==> src/rtl/spi_clk_gen_if.sv <==
// -----------------------------------------------------------------------------
// spi_clk_gen_if
//
// Bundles the control inputs and clock outputs of the SPI clock generator so
// that the transfer controller and the generator share one port.
//
//   enable     master -> slave  module enable
//   go         master -> slave  transfer request; clock runs while go & enable
//   CPOL       master -> slave  idle level of clk_out
//   last_clk   master -> slave  current SPI clock is the last of a character
//   divider_i  master -> slave  half-period length minus 1, in sysclk cycles
//   clk_out    slave -> master  registered SPI serial clock
//   pos_edge   slave -> master  one-cycle pulse with clk_out going 0->1
//   neg_edge   slave -> master  one-cycle pulse with clk_out going 1->0
// -----------------------------------------------------------------------------
interface spi_clk_gen_if #(
    parameter int N = 8
);
    logic         enable;
    logic         go;
    logic         CPOL;
    logic         last_clk;
    logic [N-1:0] divider_i;
    logic         clk_out;
    logic         pos_edge;
    logic         neg_edge;

    // The transfer controller drives the requests and observes the clock.
    modport master (
        output enable,
        output go,
        output CPOL,
        output last_clk,
        output divider_i,
        input  clk_out,
        input  pos_edge,
        input  neg_edge
    );

    // The clock generator consumes the requests and produces the clock.
    modport slave (
        input  enable,
        input  go,
        input  CPOL,
        input  last_clk,
        input  divider_i,
        output clk_out,
        output pos_edge,
        output neg_edge
    );
endinterface

==> src/rtl/spi_clk_gen.sv <==
// -----------------------------------------------------------------------------
// spi_clk_gen
//
// Programmable SPI serial-clock generator. A half-period down-counter divides
// sysclk; every time it expires clk_out toggles and a one-cycle pos_edge or
// neg_edge strobe is produced alongside it, so the shift logic can sample and
// launch data on the same cycle the clock edge appears.
//
// Ports:
//   sysclk     system clock, all state changes on its rising edge
//   rst_n      asynchronous reset, ACTIVE-HIGH (legacy name)
//   bus        spi_clk_gen_if.slave:
//                enable, go, CPOL, last_clk, divider_i  (inputs)
//                clk_out, pos_edge, neg_edge            (registered outputs)
//
// Timing: SPI period = 2*(divider_i+1) sysclk cycles. The first edge appears
// divider_i+1 cycles after the clock starts running and always leaves the
// CPOL idle level. divider_i is only sampled when the counter reloads.
// -----------------------------------------------------------------------------
module spi_clk_gen #(
    parameter int N = 8
) (
    input  logic        sysclk,
    input  logic        rst_n,
    spi_clk_gen_if.slave bus
);

    logic [N-1:0] cnt_q,      cnt_d;
    logic         stopped_q,  stopped_d;
    logic         clk_out_q,  clk_out_d;
    logic         pos_edge_q, pos_edge_d;
    logic         neg_edge_q, neg_edge_d;

    logic         run;
    logic         toggle;

    // stopped blocks the clock after the final edge of a character until the
    // controller drops go or enable, so a held-high go cannot start a new
    // character on its own.
    assign run    = bus.enable & bus.go & ~stopped_q;
    assign toggle = run & (cnt_q == '0);

    always_comb begin
        cnt_d      = cnt_q;
        clk_out_d  = clk_out_q;
        pos_edge_d = 1'b0;
        neg_edge_d = 1'b0;
        stopped_d  = stopped_q;

        if (!run) begin
            // Idle: park at the idle level and keep the counter primed so the
            // first half-period is a full divider_i+1 cycles, and any partial
            // half-period in progress is abandoned without a strobe.
            cnt_d     = bus.divider_i;
            clk_out_d = bus.CPOL;
        end else if (toggle) begin
            clk_out_d  = ~clk_out_q;
            cnt_d      = bus.divider_i;
            pos_edge_d = ~clk_out_q;
            neg_edge_d = clk_out_q;
        end else begin
            cnt_d = cnt_q - N'(1);
        end

        // An edge that lands back on the idle level closes an SPI clock; if it
        // was flagged as the last one, the character is complete.
        if (!bus.enable || !bus.go) begin
            stopped_d = 1'b0;
        end else if (toggle && (clk_out_d == bus.CPOL) && bus.last_clk) begin
            stopped_d = 1'b1;
        end
    end

    always_ff @(posedge sysclk or posedge rst_n) begin
        if (rst_n) begin
            cnt_q      <= '0;
            stopped_q  <= 1'b0;
            clk_out_q  <= 1'b0;
            pos_edge_q <= 1'b0;
            neg_edge_q <= 1'b0;
        end else begin
            cnt_q      <= cnt_d;
            stopped_q  <= stopped_d;
            clk_out_q  <= clk_out_d;
            pos_edge_q <= pos_edge_d;
            neg_edge_q <= neg_edge_d;
        end
    end

    assign bus.clk_out  = clk_out_q;
    assign bus.pos_edge = pos_edge_q;
    assign bus.neg_edge = neg_edge_q;

endmodule

==> src/flat_wrapper.sv <==
// flat-port wrapper written by rule: the top's interface ports become plain ports
module spi_clk_gen_flat 
#(
    parameter int N = 8
)
  (sysclk, rst_n, bus_enable, bus_go, bus_CPOL, bus_last_clk, bus_divider_i, bus_clk_out, bus_pos_edge, bus_neg_edge);
  spi_clk_gen_if #(.N(N)) bus_i ();
  input  logic sysclk;
  input  logic rst_n;
  input wire logic [$bits(bus_i.enable)-1:0] bus_enable;
  input wire logic [$bits(bus_i.go)-1:0] bus_go;
  input wire logic [$bits(bus_i.CPOL)-1:0] bus_CPOL;
  input wire logic [$bits(bus_i.last_clk)-1:0] bus_last_clk;
  input wire logic [$bits(bus_i.divider_i)-1:0] bus_divider_i;
  output wire logic [$bits(bus_i.clk_out)-1:0] bus_clk_out;
  output wire logic [$bits(bus_i.pos_edge)-1:0] bus_pos_edge;
  output wire logic [$bits(bus_i.neg_edge)-1:0] bus_neg_edge;
  assign bus_i.enable = bus_enable;
  assign bus_i.go = bus_go;
  assign bus_i.CPOL = bus_CPOL;
  assign bus_i.last_clk = bus_last_clk;
  assign bus_i.divider_i = bus_divider_i;
  assign bus_clk_out = bus_i.clk_out;
  assign bus_pos_edge = bus_i.pos_edge;
  assign bus_neg_edge = bus_i.neg_edge;
  spi_clk_gen #(.N(N)) u_core (.sysclk(sysclk), .rst_n(rst_n), .bus(bus_i));
endmodule
==> config.mk <==
export PLATFORM = sky130hd
export DESIGN_NAME = spi_clk_gen_flat
export DESIGN_NICKNAME = d
export VERILOG_FILES = /design/src/rtl/spi_clk_gen_if.sv /design/src/rtl/spi_clk_gen.sv /design/src/flat_wrapper.sv
export SDC_FILE = /design/constraint.sdc
export NUM_CORES = 1
export LEC_CHECK = 0
export CAP_MARGIN = 10
export CORE_MARGIN = 1
export CORE_UTILIZATION = 40
export CTS_BUF_LIST = sky130_fd_sc_hd__clkbuf_8
export DETAILED_ROUTE_END_ITERATION = 7
export PLACE_DENSITY = 0.71
export SETUP_SLACK_MARGIN = 0.5
export SLEW_MARGIN = 0
export SYNTH_ARGS = -nofsm -noshare
export SYNTH_HDL_FRONTEND = slang
export SYNTH_SLANG_ARGS = --single-unit
==> constraint.sdc <==
create_clock -name sysclk -period 4.4 [get_ports sysclk]
set_input_delay 0.88 -clock sysclk [delete_from_list [all_inputs] [get_ports sysclk]]
set_output_delay 0.88 -clock sysclk [all_outputs]
set_load 0.005 [all_outputs]
==> results.json, run 1 <==
{
  "fin_ws_ps": 1953,
  "reg2reg_depth": 8,
  "p_leak_nw": 0.4128,
  "max_freq_mhz": 408.7,
  "setup_tns_ps": 0,
  "wl_per_cell_um": 13.38,
  "layout-drive-gt1-share": 0.1446,
  "antenna_found_initial": 0,
  "clk_latency_ps": 240,
  "cts_hold_buffers": 0,
  "final_core_util": 0.5921,
  "layout.nets": 101,
  "grt_pass1_wl_um": 2173,
  "yosysSeqAreaShare": 0.4278,
  "syn_area_um2": 701.9,
  "cp.depth": 7,
  "cts_htree_levels": 1,
  "synthDistinctLibCells": 30,
  "cts_sinks": 12,
  "place.gp.congestion": 0.7740,
  "maxSlewHeadroom": 0.6449,
  "io_pins": 17,
  "critPathMaxFanout": 8,
  "tightest_slew_ps": 527.8,
  "ant_nets": 0,
  "cpLargestDelayFamily": "simple AND/OR/NAND/NOR gates",
  "rsz0062_at_grt": "no",
  "fp.coreArea_um2": 1577,
  "synth_cells": 64,
  "p_int_uw": 227.1,
  "crit_path_end": "u_core.stopped_q",
  "gr-total-overflow": 0,
  "rrSetupSlack_ps": 2280,
  "slew_viol_final": 0,
  "clock_path_buffers": 2,
  "p_seq_frac": 0.435,
  "cts_setup_buffers": 0,
  "die_h_um": 43.89,
  "dieWidth_um": 43.89,
  "start_kind": "primary input",
  "swShare": 0.2509,
  "critPathMaxStageDelay_ps": 490,
  "r2r_start": "u_core.cnt_q[0]",
  "drt-initial-drc-count": 14,
  "dr.pass1.iters": 6,
  "port_buffers": 16,
  "min_period_ps": 2447,
  "critical_path_class": "primary input to register",
  "diodes": 0,
  "hold_violations": 0,
  "pre_cts_slack_ps": 1697,
  "wirelength_um": 1325,
  "setup_violations": 0,
  "skew_ps": 1.165,
  "dp_cells": 95,
  "clk_pin_slew_worst_paths_ps": 50,
  "rows": 14,
  "syn_avg_cell_area_um2": 10.97,
  "grt_max_degree": 13,
  "drc": 2,
  "ys_ff_latch": 12,
  "area_delta_synth_final_pct": 32.98,
  "fin_cells": 99,
  "path_cells": "clkdlybuf4s50_1 -> and3b_1 -> and3_1 -> ha_1 -> xor2_1 -> a41oi_1 -> nor2_1",
  "vias_per_cell": 5.586,
  "post-route-period-util": 0.5561,
  "cts_buffers": 3,
  "drv_cap": 0,
  "cts_tree": "yes",
  "violations": "DRC",
  "combPwrFrac": 0.161,
  "synth_nets": 81,
  "fp.dieArea_um2": 1926,
  "netSwitchingPower_uw": 76.05,
  "cp.required_ps": 4530,
  "grt_pass1_vias": 478,
  "start_util": 0.4452,
  "finalPower_uw": 303.1,
  "reg2reg_to": "u_core.stopped_q",
  "hp-class": "register to register",
  "yosys_warnings": 0,
  "grtUsageTotal": 0.1582,
  "n_fill_cell": 141,
  "arrival_ps": 2580,
  "cts_root_buf": "clkbuf_8",
  "dpl.hpwl_um": 968.8,
  "cp_num_buf_inv": 1,
  "cpMaxStageDelayCell": "clkdlybuf4s50_1",
  "route.vias.total": 553,
  "pwr-share-clk": 0.405,
  "cp-end-kind": "register",
  "ir_drop_mv": 0.2675,
  "status": "finished, violations left",
  "cts-resized-gates": 0,
  "pwr_density_cell_nw_per_um2": 324.7,
  "crit_path_start": "bus_go"
}
-- cell families after synthesis --
kind of cell             synth area share
flip-flops                         0.4278
AO/OA/AOI/OAI                      0.1426
adder cells (fa/ha/maj)           0.05348
multiplexers                      0.09269
AND/OR/NAND/NOR                    0.2086
buffers and inverters             0.03743
XOR/XNOR                          0.03744
-- cell type report --
class / instances / area [um^2] / area share
inverter: 6 / 22.52 / 0.02413
sequential: 12 / 300.3 / 0.3217
multi-input combinational: 45 / 375.4 / 0.4021
clock buffer: 4 / 55.05 / 0.05898
timing repair buffer: 16 / 160.2 / 0.1716
tap: 16 / 20.02 / 0.02145
-- placed cells by master, fill, tap and decap left out, drive strengths merged, types with 2 or more instances in the layout --
cell / synthesis / routed
clkbuf: 1 / 4
ha: 3 / 3
o2bb2ai: 3 / 3
clkdlybuf4s50: 0 / 16
nand2: 2 / 2
xor2: 3 / 3
and2: 2 / 2
nor3: 3 / 3
o21ai: 2 / 2
mux2: 3 / 3
nor4: 2 / 2
inv: 6 / 6
nor2: 5 / 5
a21oi: 2 / 2
dfrtp: 12 / 12
mux2i: 2 / 2
-- how the worst min path moves through the flow --
stage / endpoint / start / slack, ps / cells past startpoint
after floorplan: u_core.stopped_q / u_core.stopped_q / 470 / 2
after CTS: u_core.stopped_q / u_core.stopped_q / 540 / 2
after global placement: u_core.stopped_q / u_core.stopped_q / 510 / 2
after detailed placement: u_core.stopped_q / u_core.stopped_q / 530 / 2
after global routing: u_core.stopped_q / u_core.stopped_q / 590 / 2
final: u_core.stopped_q / u_core.stopped_q / 540 / 2
-- tightest hold or removal path: stages, from the launching register on --
cell	delay, ps
dfrtp_1	370
a41oi_1	50
nor2_1	80
-- stage by stage --
stage,area (um^2),hold WS [ps]
finish,933.4,541.2
global route,933.4,587.1
CTS,933.4,538.4
detailed placement,878.3,527.5
global placement,878.3,505.1
floorplan,701.9,471.8
-- registers in the layout (all words and copies together), names as in the netlist --
register,flops
u_core.bus.clk_out,1
u_core.bus.pos_edge,1
u_core.stopped_q,1
u_core.cnt_q,8
u_core.bus.neg_edge,1
-- routing by layer --
| layer | wire length [um] | part of all wire | up-vias | track usage |
|---|---|---|---|---|
| met1 | 615 | 0.46 | 263 | 0.2042 |
| met3 | 91 | 0.069 | 2 | 0.06250 |
| met2 | 603 | 0.46 | 18 | 0.2388 |
| li1 | - | - | 270 | - |
| met5 | 0 | 0 | - | 0 |
| met4 | 15 | 0.011 | 0 | 0.06061 |
-- synth_stat cells, drive strengths merged --
library cell	instances	share of area
and3	1	0.0089
nand3b	1	0.011
nor4	2	0.039
o21ai	2	0.014
or2	1	0.0089
a31oi	1	0.0089
nor4b	1	0.012
clkbuf	1	0.0053
and4	1	0.012
dfrtp	12	0.43
xor2	3	0.037
nand2	2	0.011
and3b	1	0.012
nor3b	1	0.027
mux2i	2	0.029
a211oi	1	0.011
a21oi	2	0.020
a41oi	1	0.012
mux2	3	0.064
and2	2	0.018
ha	3	0.053
a21bo	1	0.014
o2bb2ai	3	0.037
inv	6	0.032
nor3	3	0.021
a2bb2oi	1	0.012
a221oi	1	0.012
nor2	5	0.027
-- power by group through the flow --
stage	Sequential [mW]	Clock, mW	Combinational (mW)
6_report	0.132	0.123	0.0487
5_1_grt	0.133	0.129	0.0535
4_1_cts	0.131	0.125	0.0492
3_5_place_dp	0.133	0	0.0490
3_3_place_gp	0.133	0	0.0485
2_1_floorplan	0.131	0	0.0306
Power figures use the tool's default switching activity.
==> run 2, diff against run 1 <==
--- a/config.mk
+++ b/config.mk
@@ -10,7 +10,7 @@
 export CORE_UTILIZATION = 40
 export CTS_BUF_LIST = sky130_fd_sc_hd__clkbuf_8
 export DETAILED_ROUTE_END_ITERATION = 7
-export PLACE_DENSITY = 0.71
+export PLACE_DENSITY = 0.73
 export SETUP_SLACK_MARGIN = 0.5
 export SLEW_MARGIN = 0
 export SYNTH_ARGS = -nofsm -noshare
==> constraint.sdc (replaced) <==
create_clock -name sysclk -period 2.1 [get_ports sysclk]
set_input_delay 0.42 -clock sysclk [delete_from_list [all_inputs] [get_ports sysclk]]
set_output_delay 0.42 -clock sysclk [all_outputs]
set_load 0.005 [all_outputs]
==> results.json, run 2 (synthesis gave the netlist of run 1 again) <==
{
  "cts_buffers": 3,
  "critical_path_class": "register to register",
  "min_period_ps": 1645,
  "wl_per_cell_um": 13.56,
  "clk_latency_ps": 240,
  "layout.nets": 110,
  "p_seq_frac": 0.421,
  "setup_violations": 0,
  "route.vias.total": 601,
  "cp_num_buf_inv": 1,
  "post-route-period-util": 0.7834,
  "grt_pass1_wl_um": 2477,
  "clock_path_buffers": 2,
  "skew_ps": 5.557,
  "p_int_uw": 494.8,
  "final_cell_mix": "14 x clkdlybuf4s50_1, 11 x dfrtp_1, 9 x buf_4, 5 x nor2_1",
  "grt_max_degree": 13,
  "rsz0062_at_grt": "yes",
  "largest_reg_flops": 8,
  "cpMaxStageDelayCell": "dfrtp_1",
  "reg2reg_to": "u_core.stopped_q",
  "dieWidth_um": 43.89,
  "die_h_um": 43.89,
  "p_leak_nw": 0.4577,
  "gr-total-overflow": 0,
  "max_freq_mhz": 607.8,
  "grt_pass1_vias": 550,
  "dr.pass1.iters": 6,
  "hold_violations": 0,
  "tightest_slew_ps": 644.2,
  "place_area_um2": 910.9,
  "hold_slack_ps": 483.1,
  "status": "complete, no violations",
  "critPathMaxFanout": 2,
  "place.gp.congestion": 0.7492,
  "ant_nets": 0,
  "area_delta_synth_final_pct": 49.91,
  "wirelength_um": 1464,
  "diodes": 0,
  "setup_tns_ps": 0,
  "r2r_start": "u_core.cnt_q[0]",
  "clk_pin_slew_worst_paths_ps": 50,
  "hp-class": "primary input to asynchronous set/reset pin",
  "rrSetupSlack_ps": 450,
  "slew_viol_final": 0,
  "fp.coreArea_um2": 1577,
  "worst_path_most_repeated_cell": "ha_4",
  "finish.instance_area_um2": 1052,
  "crit_path_end": "u_core.stopped_q",
  "cts_tree": "yes",
  "drc": 0,
  "port_buffers": 16,
  "ir_drop_mv": 0.4123,
  "cts_sinks": 12,
  "cp.required_ps": 2220,
  "start_util": 0.4452,
  "crit_path_start": "u_core.cnt_q[0]",
  "final_core_util": 0.6675,
  "io_pins": 17,
  "vias_per_cell": 5.565,
  "swShare": 0.2476,
  "netSwitchingPower_uw": 162.8,
  "grtUsageTotal": 0.1818,
  "critPathMaxStageDelay_ps": 390,
  "dpl.hpwl_um": 960.7,
  "final_common_cell": "clkdlybuf4s50_1",
  "finalPower_uw": 657.6,
  "pwr_density_cell_nw_per_um2": 625.0,
  "cts_root_buf": "clkbuf_8",
  "antenna_found_initial": 0,
  "path_cells": "inv_2 -> ha_4 -> nor3b_4 -> and3_4 -> ha_4 -> xor2_2 -> a41oi_2 -> nor2_1",
  "combPwrFrac": 0.203,
  "reg2reg_depth": 8,
  "pwr-share-clk": 0.376,
  "rows": 14,
  "start_kind": "register",
  "maxSlewHeadroom": 0.5666,
  "cts_htree_levels": 1,
  "layout-drive-gt1-share": 0.3152,
  "drt-initial-drc-count": 10,
  "cp.depth": 8,
  "fp.dieArea_um2": 1926,
  "drv_cap": 0,
  "cp-end-kind": "register",
  "arrival_ps": 1770,
  "largest_register": "u_core.cnt_q",
  "cpLargestDelayFamily": "simple AND/OR/NAND/NOR gates"
}
==> run 2: cell count changes in the layout (fill, tap and decap cells not counted), moves of 2 or more <==
cell and delta:
ha_1 -2, buf_4 +9, dlygate4sd2_1 +2, inv_1 -2, clkdlybuf4s50_1 -2, inv_2 +2
ha_4 +2
==> run 2: what timing repair did <==
action,CTS,global route
hold endpoints to repair,0,0
pin swaps,6,4
resized for setup,9,2
setup endpoints to repair,4,6
buffers inserted,3,2
hold buffers,0,0
==> run 2: cell type report <==
cell class,instances,area [um^2]
clock buffer,4,55.05
inverter,6,22.52
timing repair buffer,25,225.2
sequential,12,301.5
tap,16,20.02
multi-input combinational,45,427.9
fill,113,524.3
==> run 2: power groups by stage <==
stage | Combinational, mW | Clock (mW) | Sequential [mW]
floorplan | 0.0645 | 0 | 0.274
global placement | 0.108 | 0 | 0.279
detailed placement | 0.109 | 0 | 0.278
CTS | 0.122 | 0.255 | 0.276
global route | 0.148 | 0.264 | 0.280
finish | 0.134 | 0.247 | 0.277
==> run 2: worst min-delay path by stage <==
stage | endpoint | slack, ps | startpoint | cells past startpoint
after global routing | u_core.cnt_q[2] | 530 | rst_n | 2
after CTS | u_core.cnt_q[2] | 500 | rst_n | 2
after detailed placement | u_core.stopped_q | 510 | u_core.stopped_q | 2
after global placement | u_core.stopped_q | 500 | u_core.stopped_q | 2
final | u_core.cnt_q[2] | 480 | rst_n | 2
after floorplan | u_core.bus.clk_out | 280 | rst_n | 1
==> run 2: metal layers <==
layer | part of all wire | track usage | vias up
met4 | 0.030 | 0.08485 | 0
li1 | - | - | 287
met5 | 0 | 0 | -
met2 | 0.47 | 0.2597 | 18
met3 | 0.050 | 0.06250 | 6
met1 | 0.45 | 0.2474 | 290
==> run 2: stage by stage <==
stage | instances | worst slack, ps
6_report | 108 | 454.8
3_3_place_gp | 99 | 107.3
3_5_place_dp | 99 | 64.43
2_1_floorplan | 64 | 265.4
5_1_grt | 108 | 337.4
4_1_cts | 106 | 350.1
